<file path="src/rtl/period_meter.sv">
// Measures the rising-edge-to-rising-edge period of an asynchronous pulse in clk cycles.
// Short glitch edges are rejected, and a timeout is flagged when edges stop arriving.
module period_meter #(
  parameter int BOARD_CLOCK_FREQUENCY_IN_HZ = 100_000_000,
  parameter int COUNT_WIDTH                 = 32,
  parameter int TIMEOUT_COUNT               = 200_000_000,
  parameter int MIN_PERIOD                  = 4
) (
  input  logic                   clk,
  input  logic                   rst,
  input  logic                   enable,
  input  logic                   pulseIn,
  output logic [COUNT_WIDTH-1:0] periodOut,
  output logic                   periodValid,
  output logic                   timeout,
  output logic                   locked
);

  // Elaboration-time guard on parameter ranges the counter logic relies on.
  if ((64'(TIMEOUT_COUNT) >= (64'd1 << COUNT_WIDTH)) || (MIN_PERIOD < 1) ||
      (BOARD_CLOCK_FREQUENCY_IN_HZ < 1)) begin : g_bad_params
    $error("period_meter: illegal parameter combination");
  end

  localparam logic [COUNT_WIDTH-1:0] TIMEOUT_VAL = COUNT_WIDTH'(TIMEOUT_COUNT);
  localparam logic [COUNT_WIDTH-1:0] MIN_VAL     = COUNT_WIDTH'(MIN_PERIOD);
  localparam logic [COUNT_WIDTH-1:0] ONE         = COUNT_WIDTH'(1);

  typedef enum logic [1:0] {
    IDLE,
    ARMED,
    MEASURING,
    TIMEOUT
  } state_t;

  state_t                 state;
  logic [COUNT_WIDTH-1:0] counter;
  logic                   sync1, sync2, hist;
  logic                   pulse_edge;

  // NOTE: flops are written with non-blocking assignments so every register
  // samples the pre-edge value of its source, independent of statement order.
  always_ff @(posedge clk or posedge rst) begin
    if (rst) begin
      sync1 <= 1'b0;
      sync2 <= 1'b0;
      hist  <= 1'b0;
    end else begin
      sync1 <= pulseIn;
      sync2 <= sync1;
      hist  <= sync2;
    end
  end

  assign pulse_edge = sync2 & ~hist;

  // An accepted edge always beats the timeout check, so a period exactly equal
  // to TIMEOUT_COUNT is still reported rather than flagged as a timeout.
  always_ff @(posedge clk or posedge rst) begin
    if (rst) begin
      state       <= IDLE;
      counter     <= '0;
      periodOut   <= '0;
      periodValid <= 1'b0;
      timeout     <= 1'b0;
      locked      <= 1'b0;
    end else begin
      periodValid <= 1'b0;
      if (!enable) begin
        state   <= IDLE;
        counter <= '0;
        timeout <= 1'b0;
        locked  <= 1'b0;
      end else begin
        case (state)
          IDLE: begin
            counter <= '0;
            state   <= ARMED;
          end
          ARMED: begin
            if (pulse_edge) begin
              state   <= MEASURING;
              counter <= ONE;
            end else if (counter == TIMEOUT_VAL) begin
              state   <= TIMEOUT;
              timeout <= 1'b1;
            end else begin
              counter <= counter + ONE;
            end
          end
          MEASURING: begin
            if (pulse_edge && (counter >= MIN_VAL)) begin
              periodOut   <= counter;
              periodValid <= 1'b1;
              locked      <= 1'b1;
              counter     <= ONE;
            end else if (counter == TIMEOUT_VAL) begin
              state   <= TIMEOUT;
              timeout <= 1'b1;
              locked  <= 1'b0;
            end else begin
              counter <= counter + ONE;
            end
          end
          TIMEOUT: begin
            if (pulse_edge) begin
              state   <= MEASURING;
              counter <= ONE;
              timeout <= 1'b0;
            end
          end
          default: state <= IDLE;
        endcase
      end
    end
  end

endmodule

</file>
<file path="config.mk">
export PLATFORM = sky130hd
export DESIGN_NAME = period_meter
export DESIGN_NICKNAME = d
export VERILOG_FILES = /design/src/rtl/period_meter.sv
export SDC_FILE = /design/constraint.sdc
export NUM_CORES = 1
export LEC_CHECK = 0
export BUFFER_PORTS_ARGS = -buffer_cell sky130_fd_sc_hd__buf_2
export CORE_ASPECT_RATIO = 0.5
export CORE_MARGIN = 5
export CORE_UTILIZATION = 30
export CTS_BUF_LIST = sky130_fd_sc_hd__clkbuf_8
export DETAILED_ROUTE_END_ITERATION = 16
export MAX_ROUTING_LAYER = met4
export PLACE_DENSITY = 0.45
export SYNTH_ARGS = -nofsm -noshare
export SYNTH_HDL_FRONTEND = slang
export SYNTH_SLANG_ARGS = --single-unit
</file>
<file path="constraint.sdc">
create_clock -name clk -period 2.9 [get_ports clk]
set_clock_uncertainty 0.1 [all_clocks]
set_input_delay 0.435 -clock clk [delete_from_list [all_inputs] [get_ports clk]]
set_output_delay 0.435 -clock clk [all_outputs]
set_load 0.005 [all_outputs]
</file>
Word-level counts from Yosys, hierarchy flattened:

Index checks and enable logic that the tools add are counted.

* input port bits: 4
* register bits: 72
* logic and storage cells: 54
* output and inout bits: 35

* reduce and logical (&&, ||, !) cells: 6
* order comparisons: 1
* add/sub/neg operators: 1
* equality and inequality tests: 10
* multiplexer cells: 25
* bitwise logic cells: 2

Operators with widths (number)
* two-way mux 32 bit: 5
* one-hot mux 32 bit (4 select lines): 1
* adder 32 x 1 -> 32 bit, second input constant: 1
* == test 32 x 28 -> 1 bit, second input constant: 1
* greater-or-equal comparator 32 x 3 -> 1 bit, second input constant: 1
* two-way mux 1 bit: 12
* two-way mux 2 bit: 5
* != test 3 bit, second input constant: 3
* one-hot mux 2 bit (4 select lines): 1
* == test 2 bit, second input constant: 2
* != test 4 x 1 -> 1 bit, second input constant: 1
* AND reduction 2 bit: 2
* AND reduction 4 bit: 1
* != test 3 x 1 -> 1 bit, second input constant: 1
* one-hot mux 1 bit (3 select lines): 1
* AND reduction 3 bit: 1
* == test 2 x 1 -> 1 bit, second input constant: 1
* logical NOT 2 bit: 1
* != test 2 x 1 -> 1 bit, second input constant: 1
* bitwise AND 1 bit: 1
* logical AND 1 bit: 1
* NOT 1 bit: 1

Depth between registers and ports, before layout:

* depth in word-level cells: 6
* mapped depth: 9
* gate-level depth less buffers: 8

Least setup slack after synthesis:

OpenSTA, ideal clock, no wires.

* kind: register to register
* start: reg counter[11]
* end: reg counter[0]
* arrival: 2062 ps
* path slack: 603 ps
* data required time: 2665 ps
* period minus slack after synthesis: 2297 ps
* buffers on the path: 2
* stages on the path, launching flop included: 8
* cell sequence: dfrtp_1 buf_6 or4_4 or4_4 buf_6 nand2b_4 a211oi_2 a211oi_2

* longest elaborated chain between the ends: 5

Ends and longest elaborated chain
* start: declaration: line 37 `logic [COUNT_WIDTH-1:0] counter;`
* start signal: assignment: line 88 `counter <= counter + ONE;`
* start signal: assignment: line 102 `counter <= counter + ONE;`
* greater-or-equal comparator 32 x 3 -> 1 bit or == test 32 x 28 -> 1 bit (tied branches): line 92, 84, 97
* logical AND 1 bit or two-way mux 32 bit (tied branches)
* two-way mux 32 bit, on equally long branches
* one-hot mux 32 bit (4 select lines) *: line 75 `case (state)`
* two-way mux 32 bit *: line 69 `if (!enable) begin`

Mark *: on every way between the ends. The rest lies on a longest branch, timed or not.
A chain may end at the register's enable or synchronous reset.

Final worst setup path:

* start: reg counter[11]
* end: reg counter[20]

* longest elaborated chain between the ends: 5

Ends and longest elaborated chain (line)
* adder 32 x 1 -> 32 bit (tied with other cells): 88, 102
* two-way mux 32 bit or logical AND 1 bit (tied branches): 84, 97, 92
* two-way mux 32 bit, on equally long branches: 92, 81
* one-hot mux 32 bit (4 select lines) *: 75
* two-way mux 32 bit *: 69

Marked as above.

==> impl_metrics.tcl <==
set metrics [dict create \
    outcome "finished clean" \
    start_util_pct 31.1 \
    track_usage_pct 14.2 \
    register_area_sq_mm 0.00180 \
    antenna_cells 0 \
    min_path_type "input pin to flop" \
    drt_first_pass_iters 5 \
    path_class "flop to flop" \
    die_y_um 86.0 \
    routabilityCongestion 0.886 \
    dp.cells 517 \
    grt_pass1_wl_um 15000 \
    io-pin-count 39 \
    wl_um 9130 \
    crit_fanout 14 \
    hpwl_um 6410 \
    relSlewSlack_pct 30.2 \
    multi_input_area_sq_mm 0.00153 \
    max-vdd-ir-drop_mv 0.170 \
    cts_tree "done" \
    yosys.area_share.simple_pct 20.0 \
    endpoint_kind "flop" \
    drt-vias-per-instance 5.32 \
    clk_latency_ns 0.36 \
    drc 0 \
    synth.area.mux_share_pct 8.44 \
    synthAdderAreaFrac_pct 0.722 \
    port_buffers 38 \
    cp_data_arrival_time_ns 2.72 \
    min_period_over_period_pct 87.0 \
    placed_area_sq_mm 0.00387 \
    final_common_cell "dfrtp_1" \
    tightestPinTransition_ns 1.04 \
    finalSetupTns_ns 0 \
    overflow 0 \
    syn_inst 338 \
    cts_buffer_depth 2 \
    core_region_area_sq_mm 0.0111 \
    layout_common_cells "72 x dfrtp_1, 38 x buf_2, 30 x o21ai_0" \
    period_needed_ns 2.52 \
    fillCellCount 1147 \
    antenna_found_initial 0 \
    clkTransAtPathRegs_ns 0.07 \
    syn_area_sq_mm 0.00347 \
    post_cts_buffers 0 \
    area_delta_synth_final_pct 15.8 \
    fin_nets 389 \
    async_flop_share_pct 100 \
    htreeDepth 3 \
    yosysWarnings 0 \
    stdcell_area_sq_mm 0.00402 \
    rows 27 \
    leakagePower_nw 1.94 \
    setup_violations 0 \
    layout-drive-gt1-share_pct 26.6 \
    rsz0062_at_grt "no" \
    num_vias 2830 \
    required_ns 3.09 \
    fmax_ghz 0.396 \
    dieArea_sq_mm 0.0139 \
    die_w_um 162 \
    syn_avg_cell_area_sq_um 10.3 \
    syn_nets 344 \
    yosysSeqAreaShare_pct 51.9 \
    ys_ff_latch 72 \
    p_per_area_mw_per_mm2 437 \
    yosys_most_used_dff "dfrtp_1" \
    avgRoutedWirePerCell_um 17.2 \
    cts_root_buffer "clkbuf_8" \
    power_mw 1.75 \
    ant_nets 0 \
    hold_viol 0 \
    grt_max_degree 35 \
    synthXorXnorAreaFrac_pct 0 \
    cts_sinks 72 \
    synth-compound-area-share_pct 14.7 \
    first_global_vias 2728 \
    drt-initial-drc-count 221 \
    drv_slew 0 \
    drv_cap 0 \
    final_cells 532 \
    whs_ns 0.0866 \
    startpoint_type "flop" \
    synth_top_family_by_area "simple AND/OR/NAND/NOR gates" \
    synth_edf_count 0 \
    cts_buffers 9 \
    hold_buffers 0 \
    synth.distinct_cells 41 \
    cts-resized-gates 0 \
]
## power breakdown
| group | internal (mW) | switching (mW) |
|---|---|---|
| Clock | 0.289 | 0.355 |
| Sequential | 1.01 | 0.00644 |
| Combinational | 0.0280 | 0.0672 |
| Total | 1.33 | 0.428 |
## cell usage after synthesis (all sizes together), types with 8 or more instances
master   n  share of area (%)
nand3   25                3.6
dfrtp   72                 52
nor4     9                1.6
o21ai   30                4.3
buf      9                1.9
a21oi   18                2.7
nor2    12                1.5
clkbuf  10                1.1
mux2    26                8.4
inv     11                1.2
and3     8                1.6
or3     12                2.2
nand2   28                3.0
a31oi   16                2.9
## cell families after synthesis
kind of cell    Yosys count
compound gates           82
buf+inv                  30
mux                      26
fa+ha+maj                 2
flops                    72
simple gates            126
## final cells by class
cell class,instances,area share [%]
clock buffers,9,3.09
clock inverters,6,0.592
inverters,11,1.03
multi-input cells,236,38.0
flip-flops and latches,72,44.9
well taps,145,4.52
repair buffers,53,7.85
## metrics by stage
step           util (%)  worst slack [ns]
2_1_floorplan         -             0.540
3_3_place_gp       34.7             0.454
3_5_place_dp       34.7             0.392
4_1_cts            36.0             0.376
5_1_grt            36.0             0.252
6_report           36.0             0.376
## critical path: stages (launching register included)
cell     delay [ns]
dfrtp_1        0.48
or4_4          0.56
nor4_1         0.33
nor2_1         0.31
buf_4          0.25
or3_1          0.34
nand3_1        0.09
## layer usage
metal  GRT usage, %  wire length, um
met1           19.4             4590
met2           19.7             3830
met3           4.27              507
met4           5.45              197
met5              -                0
## worst paths after layout
kind,startpoint,endpoint,slack [ns],cells after the start
worst min register to register,sync1,sync2,0.26,0
max in group asynchronous,rst,counter[25],1.81,3
worst max register to register,counter[11],counter[20],0.38,6
worst min-delay path,pulseIn,sync1,0.09,1
worst max-delay path,counter[11],counter[20],0.38,6
min in group asynchronous,rst,periodOut[13],0.10,2
## registers in the layout (all words and copies together), names as in the netlist
name         flops
timeout          1
periodValid      1
locked           1
sync1            1
sync2            1
periodOut       32
hist             1
state            2
counter         32
No activity file was read; power rests on OpenSTA's default activity.
